==> config.mk <==
export PLATFORM = sky130hd
export DESIGN_NAME = breakout_game_ctrl
export DESIGN_NICKNAME = d
export VERILOG_FILES = /design/src/rtl/breakout_game_ctrl.sv
export SDC_FILE = /design/constraint.sdc
export NUM_CORES = 1
export LEC_CHECK = 0
export BUFFER_PORTS_ARGS = -buffer_cell sky130_fd_sc_hd__buf_2
export CAP_MARGIN = 20
export CORE_UTILIZATION = 35
export CTS_BUF_LIST = sky130_fd_sc_hd__clkbuf_4
export CTS_CLUSTER_DIAMETER = 80
export DETAILED_ROUTE_END_ITERATION = 10
export GPL_ROUTABILITY_DRIVEN = 0
export PLACE_DENSITY = 0.65
export SLEW_MARGIN = 20
export SYNTH_ARGS = -nofsm -noshare
export SYNTH_HDL_FRONTEND = slang
export SYNTH_SLANG_ARGS = --single-unit
==> constraint.sdc <==
create_clock -name clk -period 2.3 [get_ports clk]
set_input_delay 0.345 -clock clk [delete_from_list [all_inputs] [get_ports clk]]
set_output_delay 0.345 -clock clk [all_outputs]
set_load 0.05 [all_outputs]
==> src/rtl/breakout_game_ctrl.sv <==
// Breakout game-control FSM: sequences start, ball relaunch, level clear and game over,
// and keeps lives, level, bricks remaining and a saturating BCD score for the display.
module breakout_game_ctrl #(
    parameter int LIVES          = 3,
    parameter int SCORE_DIGITS   = 4,
    parameter int BRICK_COUNT    = 48,
    parameter int MAX_LEVEL      = 9,
    parameter int NEWBALL_FRAMES = 60,
    parameter int OVER_FRAMES    = 180
) (
    input  logic                      clk,
    input  logic                      rstn,
    input  logic                      frame_tick,
    input  logic                      start,
    input  logic                      brick_hit,
    input  logic                      paddle_hit,
    input  logic                      miss,
    output logic [2:0]                state,
    output logic                      gra_still,
    output logic                      ball_reset,
    output logic                      brick_reload,
    output logic [4*SCORE_DIGITS-1:0] score,
    output logic [3:0]                lives,
    output logic [3:0]                level,
    output logic [7:0]                bricks_left
);
    // state   | meaning
    // IDLE    | waiting for start, last score still displayed
    // PLAY    | ball in motion, hit/miss events counted
    // NEWBALL | frozen for a number of frames before (re)launch
    // LEVELUP | level cleared, reload on the next frame
    // OVER    | game finished, final score shown for a number of frames
    typedef enum logic [2:0] {
        S_IDLE    = 3'd0,
        S_PLAY    = 3'd1,
        S_NEWBALL = 3'd2,
        S_LEVELUP = 3'd3,
        S_OVER    = 3'd4
    } state_t;

    localparam logic [3:0] LIVES_INIT  = 4'(LIVES);
    localparam logic [3:0] LEVEL_LAST  = 4'(MAX_LEVEL);
    localparam logic [7:0] BRICKS_INIT = 8'(BRICK_COUNT);
    localparam logic [7:0] NB_LAST     = 8'(NEWBALL_FRAMES - 1);
    localparam logic [7:0] OVER_LAST   = 8'(OVER_FRAMES - 1);

    state_t                    state_q, state_d;
    logic [7:0]                timer_q, timer_d;
    logic                      start_q, start_arm;
    logic                      start_rise, new_game, carry;
    logic [4*SCORE_DIGITS-1:0] score_d, score_inc;
    logic [3:0]                lives_d, level_d;
    logic [7:0]                bricks_d;
    logic                      ball_reset_d, brick_reload_d;

    // start_arm stays low until start has been seen low, so a key held through reset is not an edge
    assign start_rise = start & ~start_q & start_arm;
    assign new_game   = start_rise && (state_q == S_IDLE || state_q == S_OVER);
    assign state      = state_q;
    assign gra_still  = (state_q != S_PLAY);

    always_comb begin
        score_inc = score;
        carry     = 1'b1;
        for (int i = 0; i < SCORE_DIGITS; i++) begin
            if (carry) begin
                if (score[4*i +: 4] == 4'd9) begin
                    score_inc[4*i +: 4] = 4'd0;
                end else begin
                    score_inc[4*i +: 4] = score[4*i +: 4] + 4'd1;
                    carry               = 1'b0;
                end
            end
        end
        if (carry) score_inc = score;   // all digits 9: hold instead of wrapping
    end

    always_comb begin
        state_d        = state_q;
        timer_d        = timer_q;
        score_d        = score;
        lives_d        = lives;
        level_d        = level;
        bricks_d       = bricks_left;
        ball_reset_d   = 1'b0;
        brick_reload_d = 1'b0;
        case (state_q)
            S_IDLE: ;
            S_NEWBALL: begin
                if (frame_tick) begin
                    if (timer_q == NB_LAST) begin
                        state_d = S_PLAY;
                        timer_d = 8'd0;
                    end else begin
                        timer_d = timer_q + 8'd1;
                    end
                end
            end
            S_PLAY: begin
                // paddle_hit is reserved and has no effect of its own
                if (brick_hit || miss || paddle_hit) begin
                    if (brick_hit) begin
                        score_d  = score_inc;
                        bricks_d = bricks_left - 8'd1;
                    end
                    if (brick_hit && bricks_left == 8'd1) begin
                        timer_d = 8'd0;
                        state_d = (level == LEVEL_LAST) ? S_OVER : S_LEVELUP;
                    end else if (miss) begin
                        timer_d = 8'd0;
                        if (lives == 4'd1) begin
                            lives_d = 4'd0;
                            state_d = S_OVER;
                        end else begin
                            lives_d      = lives - 4'd1;
                            ball_reset_d = 1'b1;
                            state_d      = S_NEWBALL;
                        end
                    end
                end
            end
            S_LEVELUP: begin
                if (frame_tick) begin
                    level_d        = level + 4'd1;
                    bricks_d       = BRICKS_INIT;
                    brick_reload_d = 1'b1;
                    ball_reset_d   = 1'b1;
                    state_d        = S_NEWBALL;
                    timer_d        = 8'd0;
                end
            end
            S_OVER: begin
                if (frame_tick) begin
                    if (timer_q == OVER_LAST) begin
                        state_d = S_IDLE;
                        timer_d = 8'd0;
                    end else begin
                        timer_d = timer_q + 8'd1;
                    end
                end
            end
            default: begin
                state_d = S_IDLE;
                timer_d = 8'd0;
            end
        endcase
        if (new_game) begin
            score_d        = '0;
            lives_d        = LIVES_INIT;
            level_d        = 4'd1;
            bricks_d       = BRICKS_INIT;
            brick_reload_d = 1'b1;
            ball_reset_d   = 1'b1;
            state_d        = S_NEWBALL;
            timer_d        = 8'd0;
        end
    end

    always_ff @(posedge clk or negedge rstn) begin
        if (!rstn) begin
            state_q      <= S_IDLE;
            timer_q      <= 8'd0;
            start_q      <= 1'b0;
            start_arm    <= 1'b0;
            score        <= '0;
            lives        <= LIVES_INIT;
            level        <= 4'd1;
            bricks_left  <= BRICKS_INIT;
            ball_reset   <= 1'b0;
            brick_reload <= 1'b0;
        end else begin
            state_q      <= state_d;
            timer_q      <= timer_d;
            start_q      <= start;
            start_arm    <= start_arm | ~start;
            score        <= score_d;
            lives        <= lives_d;
            level        <= level_d;
            bricks_left  <= bricks_d;
            ball_reset   <= ball_reset_d;
            brick_reload <= brick_reload_d;
        end
    end
endmodule

==> metrics list <==
* Clk sink count: 47
- 45 I/O pins were placed.
* Total standard cell area after synthesis: 2730 sq um
* Internal power component: 0.00170 W
* Cell count after synthesis: 283
- Setup total negative slack: 0 ns
- First-pass GRT wire length: 9740 um
- Setup repair after global routing left no endpoint under its margin.
- Power spread over the standard cell area amounts to 1070 nW/um^2.
- From bottom edge to top edge, the die measures 90.3 um.
* Total Die Area: 8150 sq um
- Number of buffers on the longest clock path: 2
- Once the clock tree was built, the setup fixing pass inserted 0 buffers.
* Count of cell types in the netlist: 55
- DRC violations left: 0
* Antenna violations before repair: 0
- The core region is 7410 sq um.
* Buffers on Ports: 44
* Ratio of routed vias to standard cells: 4.97
* Total nets after synthesis: 305
- Once detail routing completed, the nets flagged for antenna violations numbered 0.
- Max-Slew Margin vs Limit: 59.0%
- For this run, asynchronously set or reset flops after synthesis account for 100%.
- Summed over all nets, the switching power comes to 0.00169 W.
- Class of the tightest hold or removal check: in2reg
- Detailed-route via count: 2173
* Buffer type at the clock tree root: clkbuf_4
* Library cell occupying the most area in the post-synthesis netlist: dfrtp_1
* Worst Setup End Kind: flip-flop
- Syn_area_per_cell: 9.63 sq um
- Data on the critical path is required at its endpoint by 2.58 ns.
* WHS Endpoint: start_q
* Top-area cell type share of the netlist area: 38.5%
* Sum of overflow across all layers after global routing: 0
* Start-to-end type of the worst setup path: reg2reg
- Number of DRC violations after detailed-routing iteration 0: 135
- Yosys mapped a number of flops with a built-in enable equal to 0.
- Yosys printed 0 warnings.
- Data arrives at the worst endpoint at 2.44 ns.
* Run status: completed
- Sort of element at the start of the critical path: flip-flop
- Endpoint of the worst register-to-register path: timer_q[4]
- Via count of the first global-routing pass: 2030
* Number of storage elements in the synthesis netlist: 47
- Routed Wire Length: 5680 um
- Of the available clock period, the critical path in the final layout requires 93.8%.
- Number of endpoints failing setup at the final stage: 0
- Max-slew violation count: 0
- In this run the critical register-to-register path is launched from bricks_left[2].
- Number of H-tree levels: 2
- R2R setup slack: 0.14 ns
- After clock tree synthesis, the clock-pin slew on the worst setup and hold paths is 0.14 ns.
- In this run, CTS created clock tree buffers numbering 5.
- Once detailed placement completed, the half-perimeter wirelength came to 4360 um.
- Portion of the post-synthesis area used by sequential elements: 43.4%
- Entering global routing, the biggest net connects 29 pins.
- The post-route netlist has 25.4% of its cells at a drive strength greater than 1.
- Launch point of the critical path: bricks_left[2]
- Before antenna repair, the detailed router went through 6 iterations.
- After floorplanning, the core was divided into 31 placement rows.
* Number of instances on the worst hold path: 1
* Total power after layout: 0.00339 W
- Combinational cells account for 50.6% of the total power.
- Worst Min Path Start: start
* Leading cell types by total area after synthesis: dfrtp_1 (39%), ha_1 (6.9%), dfstp_2 (4.8%), nor2_1 (4.5%), xor2_1 (3.5%)
* Transition time at the pin with the least slew margin: 0.615 ns
- Across the run, the number of max-cap violations was 0.
- For the final database, setup skew stands at 0.0223 ns.
* Leak: 1.52 nW
- Min Clock Period, post-route: 2.16 ns
* Clock network fraction of total power: 12.0%
- Among all flip-flop cells after synthesis, the most frequent one is dfrtp_1.
- Final number of hold-violating endpoints: 0
- The share of total power dissipated in sequential elements is 37.4%.
- Global routing consumed, over all layers together, 14.7% of the routing resources.
- TritonCTS clock tree: done
* Insertion delay to the later sink of the worst-skew pair: 0.37 ns
- Layout overhead on the synthesized area: 16.5%
- Maximum net fanout on the critical path: 6
- Peak Freq: 463 MHz
* Register-to-Register Path Depth: 6
- The worst-case IR drop observed on VDD is 656 uV.
* Avg WL per Cell: 13.0 um
* Horiz. Die Dim: 90.3 um
- Antenna Cells: 0
- Once the floorplan was initialized, standard cells occupied 36.8% of the core.
- Net switching is 49.9% of the power.
- Nets: 359
logic make-up after synthesis:
logic type	share of synthesized area, %
AND/OR/NAND/NOR	26.5
multiplexers	2.62
buffers and inverters	4.63
XOR/XNOR	3.85
flip-flops	43.4
AO/OA/AOI/OAI	12.1
adder cells (fa/ha/maj)	6.88
power groups by stage:
stage | clock network [W] | logic (W) | registers, W
after floorplan | 0 | 0.000843 | 0.00176
after global placement | 0 | 0.00169 | 0.00128
after detailed placement | 0 | 0.00170 | 0.00129
after CTS | 0.000433 | 0.00171 | 0.00127
after global routing | 0.000460 | 0.00187 | 0.00130
final | 0.000407 | 0.00171 | 0.00127
routing by layer:
| layer | track usage (%) | vias up | share of wire (%) |
|---|---|---|---|
| met5 | 0 | - | 0 |
| met4 | 5.24 | 0 | 1.4 |
| met3 | 3.28 | 7 | 5.0 |
| met2 | 22.4 | 46 | 44 |
| met1 | 20.5 | 1015 | 50 |
| li1 | - | 1105 | - |
Yosys cell counts, types with 3 or more instances:
cell,count
nand2_1,21
o21ai_0,13
dfstp_2,5
inv_1,15
nand2b_1,4
nor2_1,33
ha_1,15
clkbuf_1,6
buf_6,3
dfrtp_1,42
o21ai_1,5
o31ai_1,8
mux2i_1,6
and3b_1,5
nand3b_1,5
a21oi_1,9
or3_1,4
nor3_1,8
nand3_1,12
nor2b_1,6
nand4_1,6
a31oi_1,3
xor2_1,11
sequential cells by signal (all words and copies together), names as in the netlist:
name and flops:
bricks_left 8, ball_reset 1, brick_reload 1, start_q 1
level 4, start_arm 1, lives 4, timer_q 8
score 16, state 3
layout make-up:
class | instances | area [sq um]
clock inverter | 2 | 13.8
clock buffer | 6 | 45.0
timing repair buffer | 57 | 320
fill | 726 | 4230
tap | 99 | 124
sequential | 47 | 1190
inverter | 15 | 56.3
multi-input combinational | 211 | 1430
worst max-delay path, cell delays in order, from the launching register on:
cell and delay, ns:
dfrtp_2 0.48, nor4_4 0.33, nor3b_4 0.36, a2bb2oi_2 0.22, nand2_2 0.09, or2_1 0.33
o31ai_1 0.25
metrics by stage:
step | util [%] | hold slack (ns) | area [sq um] | instances | setup slack, ns
final | 42.9 | 0.146 | 3180 | 437 | 0.142
after global routing | 42.9 | 0.114 | 3180 | 437 | 0.000832
after CTS | 42.8 | 0.125 | 3170 | 437 | 0.154
after detailed placement | 41.8 | 0.399 | 3100 | 428 | 0.155
after global placement | 41.8 | 0.401 | 3100 | 428 | 0.234
after floorplan | - | 0.0494 | 2730 | 283 | 0.0315
worst max-delay path by stage:
stage / to / slack, ns / cells after the start
after global placement: timer_q[6] / 0.23 / 6
after global routing: timer_q[4] / 0.0008 / 8
after detailed placement: timer_q[7] / 0.16 / 6
after floorplan: timer_q[6] / 0.03 / 7
final: timer_q[4] / 0.14 / 6
after CTS: timer_q[6] / 0.15 / 6
cells in the final DEF (no fill, tap or decap), types with 4 or more instances in the layout:
cell / synthesis / routed
a21oi_1: 9 / 9
and3b_1: 5 / 5
buf_2: 0 / 44
buf_4: 0 / 12
clkbuf_4: 0 / 6
dfrtp_1: 42 / 39
dfstp_2: 5 / 5
ha_1: 15 / 15
inv_1: 15 / 15
mux2i_1: 6 / 6
nand2_1: 21 / 21
nand2b_1: 4 / 4
nand3_1: 12 / 12
nand3b_1: 5 / 5
nand4_1: 6 / 6
nor2_1: 33 / 33
nor2b_1: 6 / 6
nor3_1: 8 / 7
o21ai_0: 13 / 13
o21ai_1: 5 / 5
o31ai_1: 8 / 8
or3_1: 4 / 4
xor2_1: 11 / 11
what timing repair did:
item                                    CTS  global route
endpoints found under the hold margin    22             0
resized for setup                         0             1
hold buffers                              1             0
endpoints found under the setup margin    0             1
No activity file was read; power rests on OpenSTA's default activity.
